### src/rtl/pcie_tx_pkg.sv
// Shared definitions for the transmit-side packet distributor: class field,
// number of traffic classes and the distributor FSM encoding.
package pcie_tx_pkg;

    localparam int CLASS_W     = 2;
    localparam int CLASS_LSB   = 0;
    localparam int NUM_CLASSES = 4;

    typedef enum logic {
        ST_IDLE    = 1'b0,
        ST_PAYLOAD = 1'b1
    } state_t;

endpackage

### src/rtl/distribuidor_tx_dec_clase.sv
// Class decoder: turns a 2-bit traffic class into the one-hot FIFO select.
module dec_clase
    import pcie_tx_pkg::*;
(
    input  logic [CLASS_W-1:0]     clase,
    output logic [NUM_CLASSES-1:0] onehot
);

    // NOTE: default every always_comb output before the conditional write so no latch is inferred.
    always_comb begin
        onehot        = '0;
        onehot[clase] = 1'b1;
    end

endmodule

### src/rtl/distribuidor_tx.sv
// Routes header-prefixed packets to one of four per-class transmit FIFOs.
// Optional per-class header counters are enabled with DISTRIBUIDOR_TX_STATS_EN.
module distribuidor_tx
    import pcie_tx_pkg::*;
#(
    parameter int DATA_W = 6
) (
    input  logic                   clk,
    input  logic                   reset,
    input  logic [DATA_W-1:0]      in_data,
    input  logic                   in_valid,
    output logic                   in_ready,
    input  logic [NUM_CLASSES-1:0] almost_full,
    input  logic [NUM_CLASSES-1:0] full,
    output logic [NUM_CLASSES-1:0] push,
    output logic [DATA_W-1:0]      data_out,
    output logic                   busy
`ifdef DISTRIBUIDOR_TX_STATS_EN
    ,
    output logic [NUM_CLASSES*8-1:0] pkt_count
`endif
);

    localparam int LEN_W = DATA_W - CLASS_W;

    state_t                   state_q;
    logic [LEN_W-1:0]         count_q;
    logic [CLASS_W-1:0]       class_q;
    logic [NUM_CLASSES-1:0]   push_q;
    logic [DATA_W-1:0]        data_out_q;

    logic [CLASS_W-1:0]       hdr_class;
    logic [LEN_W-1:0]         hdr_len;
    logic [CLASS_W-1:0]       target;
    logic [NUM_CLASSES-1:0]   target_onehot;
    logic                     xfer;

    assign hdr_class = in_data[CLASS_LSB +: CLASS_W];
    assign hdr_len   = in_data[DATA_W-1:CLASS_W];

    // In IDLE the word on the bus is a header, so it names its own class.
    assign target   = (state_q == ST_IDLE) ? hdr_class : class_q;
    assign in_ready = !reset && !almost_full[target] && !full[target];
    assign xfer     = in_valid && in_ready;

    dec_clase u_dec_clase (
        .clase  (target),
        .onehot (target_onehot)
    );

    // NOTE: sequential state uses non-blocking assignments so every register samples pre-edge values.
    always_ff @(posedge clk) begin
        if (reset) begin
            state_q    <= ST_IDLE;
            count_q    <= '0;
            class_q    <= '0;
            push_q     <= '0;
            data_out_q <= '0;
        end else begin
            push_q <= '0;
            if (xfer) begin
                push_q     <= target_onehot;
                data_out_q <= in_data;
                case (state_q)
                    ST_IDLE: begin
                        class_q <= hdr_class;
                        if (hdr_len != '0) begin
                            count_q <= hdr_len;
                            state_q <= ST_PAYLOAD;
                        end
                    end
                    ST_PAYLOAD: begin
                        count_q <= count_q - LEN_W'(1);
                        if (count_q == LEN_W'(1)) state_q <= ST_IDLE;
                    end
                endcase
            end
        end
    end

`ifdef DISTRIBUIDOR_TX_STATS_EN
    logic [NUM_CLASSES*8-1:0] pkt_count_q;

    always_ff @(posedge clk) begin
        if (reset) begin
            pkt_count_q <= '0;
        end else if (xfer && state_q == ST_IDLE) begin
            for (int c = 0; c < NUM_CLASSES; c++) begin
                if (hdr_class == c[CLASS_W-1:0])
                    pkt_count_q[c*8 +: 8] <= pkt_count_q[c*8 +: 8] + 8'd1;
            end
        end
    end

    assign pkt_count = pkt_count_q;
`endif

    assign push     = push_q;
    assign data_out = data_out_q;
    assign busy     = (state_q == ST_PAYLOAD);

endmodule

### config.mk
export PLATFORM = sky130hd
export DESIGN_NAME = distribuidor_tx
export DESIGN_NICKNAME = d
export VERILOG_FILES = /design/src/rtl/pcie_tx_pkg.sv /design/src/rtl/distribuidor_tx_dec_clase.sv /design/src/rtl/distribuidor_tx.sv
export SDC_FILE = /design/constraint.sdc
export NUM_CORES = 1
export LEC_CHECK = 0
export ABC_AREA = 1
export CAP_MARGIN = 0
export CORE_UTILIZATION = 30
export CTS_CLUSTER_SIZE = 8
export DETAILED_ROUTE_END_ITERATION = 7
export PLACE_DENSITY_LB_ADDON = 0.12
export SYNTH_ARGS = -nofsm -noshare
export SYNTH_HDL_FRONTEND = slang
export SYNTH_SLANG_ARGS = --single-unit
### constraint.sdc
create_clock -name clk -period 1.6 [get_ports clk]
set_input_delay 0.32 -clock clk [delete_from_list [all_inputs] [get_ports clk]]
set_output_delay 0.32 -clock clk [all_outputs]
set_load 0.03 [all_outputs]
**After elaboration in Yosys (flattened, before gate mapping)**

Index checks and enable logic that the tools add are counted.

- Bits in registers: 17
- Input bits: 17
- Output and inout port bits: 12
- Word-level logic and storage cells: 34

- Add/sub/neg operators: 1
- $lt $le $gt $ge: 2
- Equal/unequal tests: 2
- Multiplexer cells: 12
- Bitwise operators: 2
- Reductions and logical operators: 10

Operators with widths:

| operator | count |
|---|---|
| 4-bit case mux with 2 select lines | 1 |
| 1-bit 2-to-1 mux | 5 |
| 1-bit binary-select mux with 2-bit select | 2 |
| 4-bit by 1-bit == test with 1-bit output, second input constant | 1 |
| 1-bit logical AND | 4 |
| 4-bit 2-to-1 mux | 1 |
| 4-bit nonzero test | 1 |
| 4-bit by 1-bit subtractor with 4-bit output, second input constant | 1 |
| 1-bit zero test | 3 |
| 2-bit by 3-bit less-than comparator with 1-bit output, second input constant | 1 |
| 1-bit demux with 2-bit select | 1 |
| 2-bit by 1-bit >= comparator with 1-bit output, second input constant | 1 |
| 2-bit 2-to-1 mux | 1 |
| 2-bit by 1-bit != test with 1-bit output, second input constant | 1 |
| 1-bit NOT | 2 |
| 1-bit case mux with 2 select lines | 1 |
| 2-bit AND reduction | 1 |
| 2-bit OR reduction | 1 |

**Longest topological paths before layout**

Gate-level depths: netlist (run 1).

- Word-level depth: 9
- Depth in mapped cells: 11
- Depth with buffers taken out: 11

**By module**

A second synthesis (run 1) with hierarchy kept.

- Cell total of the unflattened synthesis: 143
- Area total of the unflattened synthesis: 949.7 µm²

Modules (own cells, without submodules):

| module | times used | cells each | area an instance (µm²) | seq. area each (µm²) |
|---|---|---|---|---|
| distribuidor_tx | 1 | 136 | 923.4 | 340.3 |
| dec_clase | 1 | 7 | 26.3 | 0.0 |

**Worst setup path after synthesis (run 1)**

No wires, ideal clock.

- Kind: register to register
- Start point: reg state_q (netlist: busy)
- End point: reg data_out_q[2] (netlist: data_out[2])
- Setup time: 113 ps
- Arrival time: 1672 ps
- Required time: 1487 ps
- Path slack: -186 ps
- Cell stages (with the launch flop): 12
- Path buffers: 2
- Period minus slack after synthesis: 1786 ps
- Cell sequence: dfxtp_1 > buf_6 > nand2_4 > nand2_4 > nand2_1 > nand3_2 > inv_2 > nor2_4 > nand2_4 > buf_6 > o21ai_2 > nor2_1

- Longest elaborated chain between the ends: 7
- Elaborated cells between the ends (all ways): 10
- Those cells by class: mux: 5; reduce/logical: 5

Ends and longest elaborated chain:

| element | line | RTL |
|---|---|---|
| start: declaration | distribuidor_tx.sv:26 | `state_t state_q;` |
| start signal: assignment | distribuidor_tx.sv:54 | `state_q <= ST_IDLE;` |
| start signal: assignment | distribuidor_tx.sv:69 | `state_q <= ST_PAYLOAD;` |
| start signal: assignment | distribuidor_tx.sv:74 | `if (count_q == LEN_W'(1)) state_q <= ST_IDLE;` |
| 2-bit 2-to-1 mux * | - |  |
| 1-bit binary-select mux with 2-bit select | distribuidor_tx.sv:43 | `assign in_ready = !reset && !almost_full[target] && !full[target];` |
| 1-bit 2-to-1 mux (not written as such) | distribuidor_tx.sv:43 |  |
| 1-bit zero test | distribuidor_tx.sv:43 |  |
| 1-bit logical AND | distribuidor_tx.sv:43 |  |
| 1-bit logical AND * | distribuidor_tx.sv:43 |  |
| net in_ready | distribuidor_tx.sv:12 | `output logic in_ready,` |
| 1-bit logical AND * | distribuidor_tx.sv:44 | `assign xfer = in_valid && in_ready;` |
| end signal: assignment | distribuidor_tx.sv:63 | `data_out_q <= in_data;` |
| end: declaration | distribuidor_tx.sv:30 | `logic [DATA_W-1:0] data_out_q;` |

The timed path passes the listed nets; every way through them passes the cells marked *. The select of a mux whose other input is x is not followed.
A chain may end at the register's enable or synchronous reset.

**Final worst setup path (run 1)**

- Start point: in almost_full[0]
- End point: out in_ready

- Longest elaborated chain between the ends: 5

Ends and longest elaborated chain:

| element | line | RTL |
|---|---|---|
| start: declaration | distribuidor_tx.sv:13 | `input logic [NUM_CLASSES-1:0] almost_full,` |
| 1-bit binary-select mux with 2-bit select | distribuidor_tx.sv:43 |  |
| 1-bit 2-to-1 mux (not written as such) | distribuidor_tx.sv:43 |  |
| 1-bit zero test | distribuidor_tx.sv:43 |  |
| 1-bit logical AND (2 in series) | distribuidor_tx.sv:43 |  |
| end: declaration | distribuidor_tx.sv:12 |  |

Every way passes these cells. The select of a mux whose other input is x is not followed.

==> results_dict.tcl, run 1 <==
set metrics [dict create \
    status "complete, but fails checks" \
    violations "design-rule violations, negative setup slack" \
    grt_overflow_total 0 \
    avgRoutedWirePerCell_microns 10.80 \
    root_buffer "clkbuf_4" \
    synth_top_family_by_area "simple AND/OR/NAND/NOR gates" \
    cts_buffers 3 \
    final_max_slew_viol_count 0 \
    clk_pin_slew_ns 0.10 \
    area_growth_pct 59.92 \
    critPathKind "in -> out" \
    synth_compound_area_share_pct 10.46 \
    slowest_stage "clkdlybuf4s50_1" \
    cp-start-kind "primary input" \
    die-area_sq_um 3295 \
    cts_tree "built" \
    hold_buffers 0 \
    first_iter_violations 20 \
    vdd_drop_max_v 0.0003620 \
    crit_fanout 2 \
    slew_headroom_pct 79.24 \
    synth_cells 128 \
    grtUsageTotal_pct 14.76 \
    post-route-drc-count 1 \
    crit_chain "clkdlybuf4s50_1, or2_4, nand3_2, nand3_2, nor2_4, buf_6" \
    gp_congestion 0.8570 \
    drive_above_1_share_pct 30.56 \
    crit_arrival_ns 1.39 \
    clock_latency_ns 0.30 \
    max_cap_viol_count 0 \
    multi_input_area_sq_um 551.8 \
    synthAdderAreaFrac_pct 2.717 \
    ys_warn_count 0 \
    max_freq_ghz 0.5833 \
    total_power_mw 1.080 \
    synthSimpleGateAreaFrac_pct 39.54 \
    endpoint_kind "output pin" \
    fin_crit_sh_pct 107.1 \
    skew_ns 0.007445 \
    drt-vias-per-instance 4.422 \
    final_common_cell "nor2_1" \
    start_util_pct 32.55 \
    synthXorXnorAreaFrac_pct 0.9511 \
    ant_nets 0 \
    num_antenna_cells 0 \
    fin_hold_ws_ns 0.4102 \
    p_leak_nw 0.7064 \
    yosysSeqAreaShare_pct 36.96 \
    setup_tns_ns -0.1879 \
    min_path_cells 3 \
    drtPass1Iterations 6 \
    n_fill_cell 263 \
    cp_data_required_time_ns 1.28 \
    cts_max_path_buffers 2 \
    grt_max_degree 12 \
    worst_slew_pin_slew_ns 0.3126 \
    worst_r2r_path_depth 12 \
    ys_types 22 \
    wl_microns 2278 \
    synthMuxAreaShare_pct 0 \
    period_minus_slack_ns 1.714 \
    max_stage_delay_ns 0.39 \
    grt_pass1_vias 870 \
    fp.dieH_microns 57.41 \
    power_density_nw_per_um2 733.2 \
    hold_class "in -> reg" \
    nets 200 \
    htreeDepth 1 \
    vias 933 \
    critPathMostFrequentCell "nand3_2" \
    rows 19 \
    core-area_sq_um 2829 \
    final-seq-area_sq_um 344.1 \
    fin_ws_ns -0.1143 \
    synth_seq_cells 17 \
    layout_common_cells "nor2_1 (30), buf_4 (21), nand2_1 (19)" \
    syn_nets 147 \
    portBuffers 28 \
    final-hold-violation-count 0 \
    cts_sinks 17 \
    synthesis.area_sq_um 920.9 \
    grt_antenna_before_repair 0 \
    ioPinCount 29 \
    hpwl_microns 1736 \
    rsz0062_at_grt "yes" \
    grt_pass1_wl_microns 3677 \
    finalSetupViolations 4 \
    die-width_microns 57.41 \
    syn_area_per_cell_sq_um 7.194 \
]
==> stage by stage <==
stage | std cells | instance area, sq um | setup WS [ns] | util (%)
2_1_floorplan | 128 | 924.6 | 0.006052 | -
3_3_place_gp | 200 | 1335 | -0.3297 | 47.19
3_5_place_dp | 200 | 1335 | -0.2939 | 47.19
4_1_cts | 206 | 1378 | -0.1248 | 48.70
5_1_grt | 211 | 1473 | -0.2137 | 52.06
6_report | 211 | 1473 | -0.1143 | 52.06
==> path summary, 6_finish.rpt <==
| check | startpoint | end | slack [ns] |
|---|---|---|---|
| setup reg to reg | busy | class_q[0] | -0.02 |
| hold / removal | in_data[0] | data_out[0] | 0.41 |
| setup / recovery | almost_full[0] | in_ready | -0.11 |
| hold reg to reg | class_q[0] | class_q[0] | 0.46 |
==> report_power, final <==
group	total, mW	switching [mW]	internal [mW]
Sequential	0.467	0.0177	0.449
Combinational	0.381	0.202	0.178
Clock	0.233	0.139	0.0932
==> cell usage after synthesis, drive strengths merged <==
| master | number | area [sq um] |
|---|---|---|
| clkbuf | 1 | 3.750 |
| nand3 | 9 | 55.05 |
| nand4 | 2 | 12.51 |
| ha | 2 | 25.02 |
| buf | 2 | 22.52 |
| a21o | 1 | 7.510 |
| xnor2 | 1 | 8.760 |
| or2 | 1 | 6.260 |
| o21ai | 10 | 68.81 |
| nand2 | 27 | 128.9 |
| nor2 | 31 | 123.9 |
| nor3 | 3 | 30.03 |
| a21oi | 4 | 20.02 |
| inv | 16 | 60.05 |
| dfxtp | 17 | 340.3 |
| nand3b | 1 | 7.510 |
==> area by class of cell <==
class / instances / share of cell area [%]
clock buffer: 3 / 1.529
clock inverter: 1 / 0.3398
inverter: 16 / 4.928
multi-input combinational: 93 / 37.47
sequential: 17 / 23.36
tap: 31 / 2.634
timing repair buffer: 50 / 29.74
==> flip-flops by register name (all words and copies together) (netlist names) <==
register / flops
data_out: 6
count_q: 4
push: 4
class_q: 2
busy: 1
==> critical path, delay by kind of cell <==
family	cells	cell delay [ns]
buf+inv	2	0.53
simple gates	4	0.54
==> what timing repair did <==
action	CTS	global route
setup endpoints to repair	12	15
gates resized for setup	18	14
gates cloned	0	1
buffers inserted	2	4
pin swaps	5	7
==> layer usage <==
metal  global-route usage, %  routed length [microns]
met1                   16.37                      994
met2                   25.75                     1144
met3                   4.989                      111
met4                   5.923                       28
met5                       0                        0
==> cells by family after synthesis <==
kind of cell	after synthesis
compound gates	15
xor+xnor	1
fa+ha+maj	2
buf+inv	19
flops	17
simple gates	74
(Power assumes the default switching activity.)
==> inputs of run 2 (changes only) <==
--- a/config.mk
+++ b/config.mk
@@ -7,6 +7,7 @@
 export LEC_CHECK = 0
 export ABC_AREA = 1
 export CAP_MARGIN = 0
+export CORE_MARGIN = 4
 export CORE_UTILIZATION = 30
 export CTS_CLUSTER_SIZE = 8
 export DETAILED_ROUTE_END_ITERATION = 7
==> run 2 against run 1 <==
Net effect: the run ends with negative setup slack left; clock power barely moved; clock skew fell by 0.0060 ns; setup slack improved by 0.020 ns; fmax rose by 1.2%; non-clock buffer count fell by 1; total power fell by 2.7%; hold slack improved by 0.028 ns; largest cell class unchanged.
==> results_dict.tcl, run 2 (synthesis gave the netlist of run 1 again) <==
set metrics [dict create \
    status "complete, but fails checks" \
    violations "negative setup slack" \
    root_buffer "clkbuf_4" \
    final_max_slew_viol_count 0 \
    crit_fanout 2 \
    endpoint_kind "output pin" \
    num_antenna_cells 0 \
    fin_area_sq_um 1426 \
    pwr-share-clk_pct 21.9 \
    grt_overflow_total 0 \
    clock_latency_ns 0.29 \
    die-area_sq_um 4020 \
    hold_class "in -> reg" \
    combPwrFrac_pct 33.9 \
    core-area_sq_um 2853 \
    rsz0062_at_grt "yes" \
    area_growth_pct 54.89 \
    fin_ws_ns -0.09452 \
    wl_microns 2260 \
    worst_slew_pin_slew_ns 0.3060 \
    vias 946 \
    internal_power_mw 0.7086 \
    power_density_nw_per_um2 736.8 \
    nets 198 \
    grt_pass1_wl_microns 4119 \
    fin_util_pct 50.00 \
    grtUsageTotal_pct 12.74 \
    cp-start-kind "primary input" \
    finalSetupViolations 1 \
    slowest_stage "clkdlybuf4s50_1" \
    clk_pin_slew_ns 0.10 \
    sw_frac_of_total_pct 32.58 \
    max_cap_viol_count 0 \
    critPathMostFrequentCell "nand3_2" \
    max_stage_delay_ns 0.40 \
    setup_tns_ns -0.09452 \
    p_sw_mw 0.3424 \
    grt_antenna_before_repair 0 \
    fin_hold_ws_ns 0.4386 \
    htreeDepth 1 \
    start_util_pct 32.28 \
    post-route-drc-count 0 \
    vdd_drop_max_v 0.0003526 \
    grt_pass1_vias 909 \
    cp_data_required_time_ns 1.28 \
    skew_ns 0.001474 \
    grt_max_degree 13 \
    gp_congestion 0.7620 \
    cts_buffers 3 \
    hold_buffers 0 \
    rows 19 \
    crit_chain "clkdlybuf4s50_1, or2_4, nand3_2, nand3_2, nor2_4, buf_6" \
    cts_tree "built" \
    cts_sinks 17 \
    total_power_mw 1.051 \
    ioPinCount 29 \
    ant_nets 0 \
    final_common_cell "nor2_1" \
    drt-vias-per-instance 4.526 \
    die-width_microns 63.41 \
    worst_r2r_path_depth 10 \
    critPathKind "in -> out" \
    max_freq_ghz 0.5901 \
    hpwl_microns 1808 \
    period_minus_slack_ns 1.695 \
    p_leak_nw 0.6929 \
    cts_max_path_buffers 2 \
    n_fill_cell 305 \
    fp.dieH_microns 63.41 \
    drtPass1Iterations 4 \
    first_iter_violations 24 \
    min_path_cells 3 \
    placed_cell_area_sq_um 1343 \
    layout_common_cells "nor2_1 (30), nand2_1 (20), buf_4 (20)" \
    portBuffers 28 \
    final-hold-violation-count 0 \
    avgRoutedWirePerCell_microns 10.81 \
    fin_crit_sh_pct 105.9 \
    crit_arrival_ns 1.37 \
    largest_reg_flops 6 \
    drive_above_1_share_pct 29.21 \
    seqPwrFrac_pct 44.2 \
    slew_headroom_pct 79.68 \
]
==> run 2: worst max-delay path, delay by kind of cell <==
| kind | cells | cell delay, ns |
|---|---|---|
| buffers and inverters | 2 | 0.54 |
| AND/OR/NAND/NOR | 4 | 0.51 |
==> run 2: path summary, 6_finish.rpt <==
path / startpoint / to / slack (ns)
min reg2reg: class_q[0] / class_q[0] / 0.47
max reg2reg: busy / busy / 0.12
max: almost_full[0] / in_ready / -0.09
min: in_data[0] / data_out[0] / 0.44
==> run 2: area by class of cell <==
type | instances | area (sq um) | share of cell area [%]
clock buffer | 3 | 22.52 | 1.579
clock inverter | 1 | 5.005 | 0.3509
inverter | 16 | 65.06 | 4.561
multi-input combinational | 92 | 524.3 | 36.75
sequential | 17 | 344.1 | 24.12
tap | 31 | 38.79 | 2.719
timing repair buffer | 49 | 426.7 | 29.91
==> run 2: layer usage <==
layer	vias to the layer above	share of wire [%]	global-route usage (%)
met1	419	43	15.86
li1	504	-	-
met5	-	0	0
met3	4	4.4	3.908
met2	19	51	20.99
met4	0	1.4	3.774
==> run 2: what timing repair did <==
| item | 4_1_cts | 5_1_grt |
|---|---|---|
| pin swaps | 5 | 3 |
| endpoints found under the setup margin | 12 | 8 |
| resized for setup | 18 | 6 |
| setup buffers | 4 | 0 |
| gates cloned | 0 | 0 |
==> run 2: per-stage QoR <==
step / cells / worst slack [ns]
detailed placement: 201 / -0.2851
floorplan: 128 / 0.006052
CTS: 209 / -0.09103
finish: 209 / -0.09452
global placement: 201 / -0.2834
global route: 209 / -0.1570
==> run 2: power groups by stage <==
stage	registers [mW]	clock network, mW	logic [mW]
2_1_floorplan	0.503	0	0.163
3_3_place_gp	0.475	0	0.336
3_5_place_dp	0.476	0	0.337
4_1_cts	0.465	0.248	0.347
5_1_grt	0.470	0.278	0.395
6_report	0.465	0.230	0.356
==> inputs of run 3 (changes only) <==
--- a/config.mk
+++ b/config.mk
@@ -9,8 +9,9 @@
 export CAP_MARGIN = 0
 export CORE_MARGIN = 4
 export CORE_UTILIZATION = 30
-export CTS_CLUSTER_SIZE = 8
+export CTS_CLUSTER_SIZE = 24
 export DETAILED_ROUTE_END_ITERATION = 7
+export HOLD_SLACK_MARGIN = 0.15
 export PLACE_DENSITY_LB_ADDON = 0.12
 export SYNTH_ARGS = -nofsm -noshare
 export SYNTH_HDL_FRONTEND = slang
==> results of run 3 <==
Same layout as run 2: the final DEF is identical, and so are final timing and power.
